==> src/rtl/x1spi_slave.sv <==
// x1spi_slave
// Single-lane SPI mode-0 responder matching the x1spi master frame format:
// 8-bit command, 24-bit address, dummy_num_i dummy bytes, then a data phase.
// The command WR_CMD selects a write data phase. Every other command selects
// a read data phase, which streams bytes until chip select deasserts.
//
// Ports
//   clk_i        system clock (sclk_i must be at most clk_i/16)
//   rst_n_i      asynchronous active-low reset
//   sclk_i       SPI clock from master, idle low (asynchronous)
//   cs_n_i       SPI chip select, active low (asynchronous)
//   mosi_i       serial data from master, MSB first
//   miso_o       serial data to master, MSB first
//   dummy_num_i  dummy byte count 0-7, sampled at frame start
//   cmd_o        last received command byte
//   addr_o       last received address
//   hdr_valid_o  one-cycle pulse when cmd_o/addr_o of a frame are complete
//   rd_req_o     one-cycle pulse requesting the next read byte
//   rd_data_i    read byte, stable 2 clk_i cycles after rd_req_o
//   wr_data_o    received write byte
//   wr_valid_o   one-cycle pulse, wr_data_o valid
//   frame_end_o  one-cycle pulse when cs_n_i deasserts during a frame
//   busy_o       high while a frame is in progress
module x1spi_slave #(
   parameter logic [7:0] WR_CMD = 8'h02
) (
   input  logic        clk_i,
   input  logic        rst_n_i,
   input  logic        sclk_i,
   input  logic        cs_n_i,
   input  logic        mosi_i,
   output logic        miso_o,
   input  logic [2:0]  dummy_num_i,
   output logic [7:0]  cmd_o,
   output logic [23:0] addr_o,
   output logic        hdr_valid_o,
   output logic        rd_req_o,
   input  logic [7:0]  rd_data_i,
   output logic [7:0]  wr_data_o,
   output logic        wr_valid_o,
   output logic        frame_end_o,
   output logic        busy_o
);

   typedef enum logic [2:0] {
      S_IDLE,
      S_CMD,
      S_ADDR,
      S_DUMMY,
      S_RD_DATA,
      S_WR_DATA
   } state_t;

   // Synchronizer chains: bit 0 = first flop, bit 1 = second flop,
   // bit 2 = edge-detect / alignment register.
   logic [2:0]  sclk_s_q;
   logic [2:0]  cs_s_q;
   logic [2:0]  mosi_s_q;
   logic        rise_d, fall_d;
   logic        rise_q, fall_q;
   logic        cs_hi;
   logic        cs_fall;
   logic        mosi_bit;

   state_t      state_q;
   logic [2:0]  bit_cnt_q;
   logic [2:0]  byte_cnt_q;     // address bytes in ADDR, dummy bytes in DUMMY
   logic [2:0]  dnum_q;
   logic [22:0] sh_q;           // receive shifter; incoming bit completes it
   logic [7:0]  tx_q;
   logic        miso_q;
   logic [7:0]  cmd_q;
   logic [23:0] addr_q;
   logic [7:0]  wr_data_q;
   logic        hdr_valid_q;
   logic        wr_valid_q;
   logic        frame_end_q;
   logic        busy_q;
   logic        req_pend_q;     // read byte needed; rd_req_o follows next cycle
   logic        rd_req_q;
   logic        ld_q;           // rd_data_i is loaded into tx_q the cycle after

   assign rise_d   = sclk_s_q[1] & ~sclk_s_q[2];
   assign fall_d   = ~sclk_s_q[1] & sclk_s_q[2];
   assign cs_hi    = cs_s_q[1];
   assign cs_fall  = cs_s_q[2] & ~cs_s_q[1];
   // Delayed one extra cycle so the sampled bit lines up with rise_q.
   assign mosi_bit = mosi_s_q[2];

   // Input synchronization and edge detection
   always_ff @(posedge clk_i or negedge rst_n_i) begin
      if (!rst_n_i) begin
         sclk_s_q <= 3'b000;
         cs_s_q   <= 3'b111;
         mosi_s_q <= 3'b000;
         rise_q   <= 1'b0;
         fall_q   <= 1'b0;
      end else begin
         sclk_s_q <= {sclk_s_q[1:0], sclk_i};
         cs_s_q   <= {cs_s_q[1:0], cs_n_i};
         mosi_s_q <= {mosi_s_q[1:0], mosi_i};
         rise_q   <= rise_d;
         fall_q   <= fall_d;
      end
   end

   // Frame FSM with registered outputs
   always_ff @(posedge clk_i or negedge rst_n_i) begin
      if (!rst_n_i) begin
         state_q     <= S_IDLE;
         bit_cnt_q   <= 3'd0;
         byte_cnt_q  <= 3'd0;
         dnum_q      <= 3'd0;
         sh_q        <= 23'd0;
         tx_q        <= 8'd0;
         miso_q      <= 1'b0;
         cmd_q       <= 8'd0;
         addr_q      <= 24'd0;
         wr_data_q   <= 8'd0;
         hdr_valid_q <= 1'b0;
         wr_valid_q  <= 1'b0;
         frame_end_q <= 1'b0;
         busy_q      <= 1'b0;
         req_pend_q  <= 1'b0;
         rd_req_q    <= 1'b0;
         ld_q        <= 1'b0;
      end else begin
         hdr_valid_q <= 1'b0;
         wr_valid_q  <= 1'b0;
         frame_end_q <= 1'b0;
         req_pend_q  <= 1'b0;
         rd_req_q    <= req_pend_q;
         ld_q        <= rd_req_q;

         // Chip select release wins over any edge seen in the same cycle,
         // so a byte completing together with the release is dropped.
         if (state_q != S_IDLE && cs_hi) begin
            state_q     <= S_IDLE;
            miso_q      <= 1'b0;
            busy_q      <= 1'b0;
            frame_end_q <= 1'b1;
            rd_req_q    <= 1'b0;
            ld_q        <= 1'b0;
         end else begin
            if (ld_q) begin
               tx_q <= rd_data_i;
            end
            case (state_q)
               S_IDLE: begin
                  if (cs_fall) begin
                     state_q    <= S_CMD;
                     bit_cnt_q  <= 3'd0;
                     byte_cnt_q <= 3'd0;
                     dnum_q     <= dummy_num_i;
                     busy_q     <= 1'b1;
                     tx_q       <= 8'd0;
                     miso_q     <= 1'b0;
                  end
               end
               S_CMD: begin
                  if (rise_q) begin
                     sh_q      <= {sh_q[21:0], mosi_bit};
                     bit_cnt_q <= bit_cnt_q + 3'd1;
                     if (bit_cnt_q == 3'd7) begin
                        cmd_q      <= {sh_q[6:0], mosi_bit};
                        byte_cnt_q <= 3'd0;
                        state_q    <= S_ADDR;
                     end
                  end
               end
               S_ADDR: begin
                  if (rise_q) begin
                     sh_q      <= {sh_q[21:0], mosi_bit};
                     bit_cnt_q <= bit_cnt_q + 3'd1;
                     if (bit_cnt_q == 3'd7) begin
                        if (byte_cnt_q == 3'd2) begin
                           addr_q      <= {sh_q, mosi_bit};
                           hdr_valid_q <= 1'b1;
                           byte_cnt_q  <= 3'd0;
                           if (cmd_q == WR_CMD) begin
                              state_q <= S_WR_DATA;
                           end else if (dnum_q != 3'd0) begin
                              state_q <= S_DUMMY;
                           end else begin
                              state_q    <= S_RD_DATA;
                              req_pend_q <= 1'b1;
                           end
                        end else begin
                           byte_cnt_q <= byte_cnt_q + 3'd1;
                        end
                     end
                  end
               end
               S_DUMMY: begin
                  if (rise_q) begin
                     bit_cnt_q <= bit_cnt_q + 3'd1;
                     if (bit_cnt_q == 3'd7) begin
                        if (byte_cnt_q == dnum_q - 3'd1) begin
                           state_q    <= S_RD_DATA;
                           req_pend_q <= 1'b1;
                        end else begin
                           byte_cnt_q <= byte_cnt_q + 3'd1;
                        end
                     end
                  end
               end
               S_RD_DATA: begin
                  if (rise_q) begin
                     bit_cnt_q <= bit_cnt_q + 3'd1;
                     if (bit_cnt_q == 3'd7) begin
                        req_pend_q <= 1'b1;
                     end
                  end
                  // The load lands several clk before the next fall, so the
                  // shift here never collides with it.
                  if (fall_q) begin
                     miso_q <= tx_q[7];
                     tx_q   <= {tx_q[6:0], 1'b0};
                  end
               end
               S_WR_DATA: begin
                  if (rise_q) begin
                     sh_q      <= {sh_q[21:0], mosi_bit};
                     bit_cnt_q <= bit_cnt_q + 3'd1;
                     if (bit_cnt_q == 3'd7) begin
                        wr_data_q  <= {sh_q[6:0], mosi_bit};
                        wr_valid_q <= 1'b1;
                     end
                  end
               end
               default: begin
                  state_q <= S_IDLE;
               end
            endcase
         end
      end
   end

   assign miso_o      = miso_q;
   assign cmd_o       = cmd_q;
   assign addr_o      = addr_q;
   assign hdr_valid_o = hdr_valid_q;
   assign rd_req_o    = rd_req_q;
   assign wr_data_o   = wr_data_q;
   assign wr_valid_o  = wr_valid_q;
   assign frame_end_o = frame_end_q;
   assign busy_o      = busy_q;

endmodule

==> config.mk <==
export PLATFORM = sky130hd
export DESIGN_NAME = x1spi_slave
export DESIGN_NICKNAME = d
export VERILOG_FILES = /design/src/rtl/x1spi_slave.sv
export SDC_FILE = /design/constraint.sdc
export NUM_CORES = 1
export LEC_CHECK = 0
export ABC_CLOCK_PERIOD_IN_PS = 2800
export BUFFER_PORTS_ARGS = -buffer_cell sky130_fd_sc_hd__buf_2
export CORE_ASPECT_RATIO = 0.9
export CORE_MARGIN = 4
export CORE_UTILIZATION = 48
export DETAILED_ROUTE_END_ITERATION = 10
export PLACE_DENSITY = 0.69
export SYNTH_ARGS = -nofsm -noshare
export SYNTH_HDL_FRONTEND = slang
export SYNTH_SLANG_ARGS = --single-unit
==> constraint.sdc <==
create_clock -name clk_i -period 2.8 [get_ports clk_i]
set_input_delay 0.42 -clock clk_i [delete_from_list [all_inputs] [get_ports clk_i]]
set_output_delay 0.42 -clock clk_i [all_outputs]
set_load 0.03 [all_outputs]
# After elaboration in Yosys (flattened, before gate mapping)
# Cells that the tools add are included.
[classes]
bitwise = 7
n_eq_ne = 29
reduce_logical = 22
add_sub_neg = 3
n_mux = 58
[op_table]
columns = ["op", "count"]
rows = [
  ["$mux W3", 22],
  ["$ne A3 B3 Y1 const B", 10],
  ["$mux W1", 27],
  ["$mux W8", 3],
  ["$reduce_and A10 Y1", 2],
  ["$ne A2 B2 Y1 const B", 8],
  ["$pmux W8 S2", 1],
  ["$pmux W3 S5", 1],
  ["$pmux W3 S4", 1],
  ["$reduce_and A4 Y1", 3],
  ["$eq A3 B2 Y1 const B", 3],
  ["$eq A3 B3 Y1 const B", 3],
  ["$reduce_and A3 Y1", 3],
  ["$reduce_bool A3 Y1", 3],
  ["$eq A8 B2 Y1 const B", 1],
  ["$add A3 B1 Y3 const B", 2],
  ["$pmux W3 S2", 1],
  ["$reduce_bool A2 Y1", 3],
  ["$reduce_and A5 Y1", 1],
  ["$reduce_or A5 Y1", 1],
  ["$ne A2 B1 Y1 const B", 2],
  ["$not A1 Y1", 4],
  ["$reduce_bool A4 Y1", 1],
  ["$and A1 B1 Y1", 3],
  ["10 further kinds", 10],
]
[word_totals]
word_cells = 141
ff_bits = 102

# Depth between registers and ports, before layout
[depth]
word_depth = 8
depth_mapped = 8

# Least setup slack after synthesis
# No wires, ideal clock.
[synth_path]
kind = "reg-to-reg"
start = "register dnum_q[0]"
end = "register byte_cnt_q[0]"
slack_ps = 777
required_time_ps = 2675
path_stages_with_launch = 8
path_buffers = 0
arrival_time_ps = 1898
path_cell_list = "dfrtp_1 -> inv_1 -> ha_1 -> ha_1 -> xnor2_1 -> or4_4 -> nand2_1 -> mux2_2"
[synth_between]
elab_chain_len = 4
[synth_lines]
columns = ["element", "line_no", "source"]
rows = [
  ["from (decl)", "68", "logic [2:0] dnum_q;"],
  ["from (signal assigned)", "154", "dnum_q <= dummy_num_i;"],
  ["$sub A3 B1 Y3", "198", "if (byte_cnt_q == dnum_q - 3'd1) begin"],
  ["$eq A3 B3 Y1", "198", ""],
  ["$ne A2 B2 Y1 (no line)", "n/a", ""],
  ["$reduce_and A10 Y1 (no line)", "n/a", ""],
  ["to (signal assigned)", "189", "byte_cnt_q <= byte_cnt_q + 3'd1;"],
  ["to (signal assigned)", "202", "byte_cnt_q <= byte_cnt_q + 3'd1;"],
  ["to (decl)", "67", "logic [2:0] byte_cnt_q;"],
]
# No other way between the ends.
# A chain may end at the register's enable or synchronous reset.

# Worst setup path in the final report
[layout_path]
start = "register state_q[1]"
end = "register tx_q[4]"
[layout_between]
elab_chain_len = 2
word_cells_on_any_way = 5
[layout_lines]
columns = ["element", "line_no", "source"]
rows = [
  ["from (decl)", "65", "state_t state_q;"],
  ["from (signal assigned)", "110", "state_q <= S_IDLE;"],
  ["from (signal assigned)", "138", "state_q <= S_IDLE;"],
  ["from (signal assigned)", "151", "state_q <= S_CMD;"],
  ["$eq A3 B3 Y1, or another cell as far along", "148", "case (state_q)"],
  ["$pmux W8 S2 or $logic_and A1 B1 Y1 (tied branches)", "148, 137", ""],
  ["to (signal assigned)", "146", "tx_q <= rd_data_i;"],
  ["to (signal assigned)", "218", "tx_q <= {tx_q[6:0], 1'b0};"],
  ["to (decl)", "70", "logic [7:0] tx_q;"],
]
# Parallel ways exist; a longest one is shown, timed or not.

==> results.ini <==
[synthesis]
yosysUniqueCellTypes = 49
synth_xor_xnor_area_share_pct = 0.6010
avgSynthCellArea_um2 = 13.83
yosys.area_share.simple_pct = 7.899
yosys_warnings = 0
syn-num-nets = 338
synth_top_area_share_pct = 56.67
synth_compound_area_share_pct = 5.724
synthCells = 316
synth_area_leaders = dfrtp_1, mux2_2, mux2_4
ys_seq_area_share_pct = 58.47
synth_top_cells_by_count = dfrtp_1, mux2_2, inv_1
synth_most_common_cell = dfrtp_1
ys_ff_latch = 102
synthAdderAreaFrac_pct = 1.717
netlist_area_um2 = 4372
synth_mux_area_share_pct = 20.61
async_flop_share_pct = 100.0
yosys.area.top_type = dfrtp_1
synth_top_family_by_area = multiplexers
synth_edf_count = 0
yosys_most_used_dff = dfrtp_1

[floorplan]
core_area_um2 = 8728
die_w_um = 108.6
ioPinCount = 62
die-area_um2 = 10700
row_count = 32
dieHeight_um = 98.54
initial_core_util_pct = 50.09

[cells_and_area]
post-route-util_pct = 56.54
area_delta_synth_final_pct = 12.88
multi_input_area_um2 = 1598
ff_latch_area_um2 = 2556
nNetsFinal = 401
layout-drive-gt1-share_pct = 43.49
n_antenna_cell = 0
fill_cells = 769

[sta]
setup_viol = 0
finalCritPeriodShare_pct = 76.33
clock_skew_ns = 0.01388
tightest_slew_ns = 0.5947
tns_ns = 0
maxSlewHeadroom_pct = 60.35
period_minus_slack_ns = 2.137
maxSlewViolCount = 0
finalWorstSetupSlack_ns = 0.6629
finalHoldViolations = 0
rsz0062_at_grt = no
fmax_mhz = 467.9

[detailed_routing]
vias = 2587
drt-pass1-iter-count = 6
vias_per_cell = 5.143
drtIter0Drc = 121
detail-route-antenna-nets = 0
routed_wl_um = 7606
wl_per_cell_um = 15.12
drc = 0

[hold_path]
hp-class = input pin to asynchronous set/reset pin

[cts]
cts_hold_buf = 0
cts_buffers = 9
numClockSinks = 102
clkLatencyLatePin_ns = 0.37
cts_resized = 0
cts_tree = built
post_cts_buffers = 0
clkTransAtPathRegs_ns = 0.09
cts_max_path_buffers = 2
htreeDepth = 3
cts-root-buf = clkbuf_8

[grt]
grt_pass1_vias = 2614
grtUsageTotal_pct = 15.66
grt-ovfl-total = 0
grt_max_degree = 57
antenna_found_initial = 0
grt_pass1_wl_um = 13120

[pwr]
p_int_mw = 1.952
power_frac_comb_pct = 7.4
power_density_nw_per_um2 = 527.8
power_frac_seq_pct = 59.9
peakVddDrop_mv = 0.3401
p_switching_mw = 0.6526
p_total_mw = 2.605
p_leak_nw = 2.542
clkPwrFrac_pct = 32.7
switching_share_pct = 25.06

[worst_setup_path]
crit_chain = nor2_1 > o21ai_0 > a21oi_2 > o221ai_1
cp_data_arrival_time_ns = 2.37
max_stage_delay_ns = 0.60
critPathBufInv = 0
crit_slowest_cell = dfrtp_1
crit_type = flip-flop to flip-flop
path_delay_family = compound AO/OA/AOI/OAI gates
cp_max_fo = 19
cp.required_ns = 3.03
cp-end-kind = flip-flop
critPathLaunchType = flip-flop

[job]
maxCapViolations = 0

[placement]
place.gp.congestion = 0.7545
io_buffer_count = 61
pre_cts_slack_ns = 0.6676
place_hpwl_um = 5358

[run_status]
status = completed

[worst paths after layout]
check / slack (ns) / start / cells past startpoint / end
min in group clk_i: 0.14 / cs_n_i / 1 / cs_s_q[0]$_DFF_PN1_
worst min-delay path: 0.06 / rst_n_i / 1 / dnum_q[2]$_DFFE_PN0P_
worst min register to register: 0.36 / cs_s_q[0]$_DFF_PN1_ / 0 / cs_s_q[1]$_DFF_PN1_
worst max-delay path: 0.66 / state_q[1]$_DFFE_PN0P_ / 4 / tx_q[4]$_DFFE_PN0N_
worst max register to register: 0.66 / state_q[1]$_DFFE_PN0P_ / 4 / tx_q[4]$_DFFE_PN0N_
max in group asynchronous: 2.02 / rst_n_i / 2 / cs_s_q[2]$_DFF_PN1_
[sequential cells by signal (all words and copies together) (netlist names), 3 cells and up]
| signal | count |
|---|---|
| wr_data_o | 8 |
| cmd_o | 8 |
| bit_cnt_q | 3 |
| state_q | 3 |
| tx_q | 8 |
| sclk_s_q | 3 |
| mosi_s_q | 3 |
| sh_q | 23 |
| byte_cnt_q | 3 |
| addr_o | 24 |
| dnum_q | 3 |
| cs_s_q | 3 |
[cells in the final DEF, fill, tap and decap left out, types with 3 or more instances in the layout]
master | synthesis | routed
o221ai_1 | 7 | 7
buf_4 | 2 | 4
nor3b_1 | 4 | 4
nor2b_1 | 4 | 4
inv_1 | 25 | 25
clkbuf_8 | 0 | 10
o21ai_0 | 3 | 3
and2_1 | 4 | 4
ha_1 | 6 | 6
dfrtp_1 | 99 | 99
mux2_2 | 52 | 52
nor2_1 | 8 | 8
nor3_1 | 4 | 4
mux2_4 | 19 | 19
dfstp_2 | 3 | 3
a21oi_1 | 7 | 7
nand2_1 | 15 | 15
xnor2_1 | 3 | 3
buf_2 | 4 | 60
mux2i_1 | 3 | 3
[final cells by class]
cell class,instances,share of cell area (%)
clock buffers,10,2.789
clock inverters,6,0.8621
inverters,27,2.054
multi-input cells,174,32.38
flip-flops and latches,102,51.80
well taps,119,3.017
repair buffers,65,7.099
[power groups by stage]
stage | registers [mW] | logic, mW | clock network, mW
after floorplan | 1.58 | 0.125 | 0
after global placement | 1.59 | 0.191 | 0
after detailed placement | 1.59 | 0.197 | 0
after CTS | 1.56 | 0.199 | 0.882
after global routing | 1.57 | 0.220 | 0.952
final | 1.56 | 0.193 | 0.851
[per-stage QoR]
stage,instance area [um^2],instances,hold slack (ns)
6_report,4935,503,0.05519
5_1_grt,4935,503,0.08396
4_1_cts,4935,503,0.07255
3_5_place_dp,4755,487,0.3385
3_3_place_gp,4755,487,0.3323
2_1_floorplan,4372,316,0.1244
[routing by layer]
layer / up-vias / global-route usage [%] / share of wire (%) / wire, um
met5: - / 0 / 0 / 0
met4: 0 / 4.078 / 0.97 / 74
met3: 8 / 5.108 / 5.3 / 401
met2: 56 / 22.61 / 45 / 3414
met1: 1287 / 22.86 / 49 / 3715
li1: 1236 / - / - / -
[cells by family (layout without fill, tap and decap cells)]
group | after synthesis | in the layout
multiplexers | 74 | 74
adder cells (fa/ha/maj) | 6 | 6
XOR/XNOR | 3 | 3
buffers and inverters | 40 | 108
AO/OA/AOI/OAI | 32 | 32
AND/OR/NAND/NOR | 59 | 59
flip-flops | 102 | 102
No activity file was read; power rests on OpenSTA's default activity.
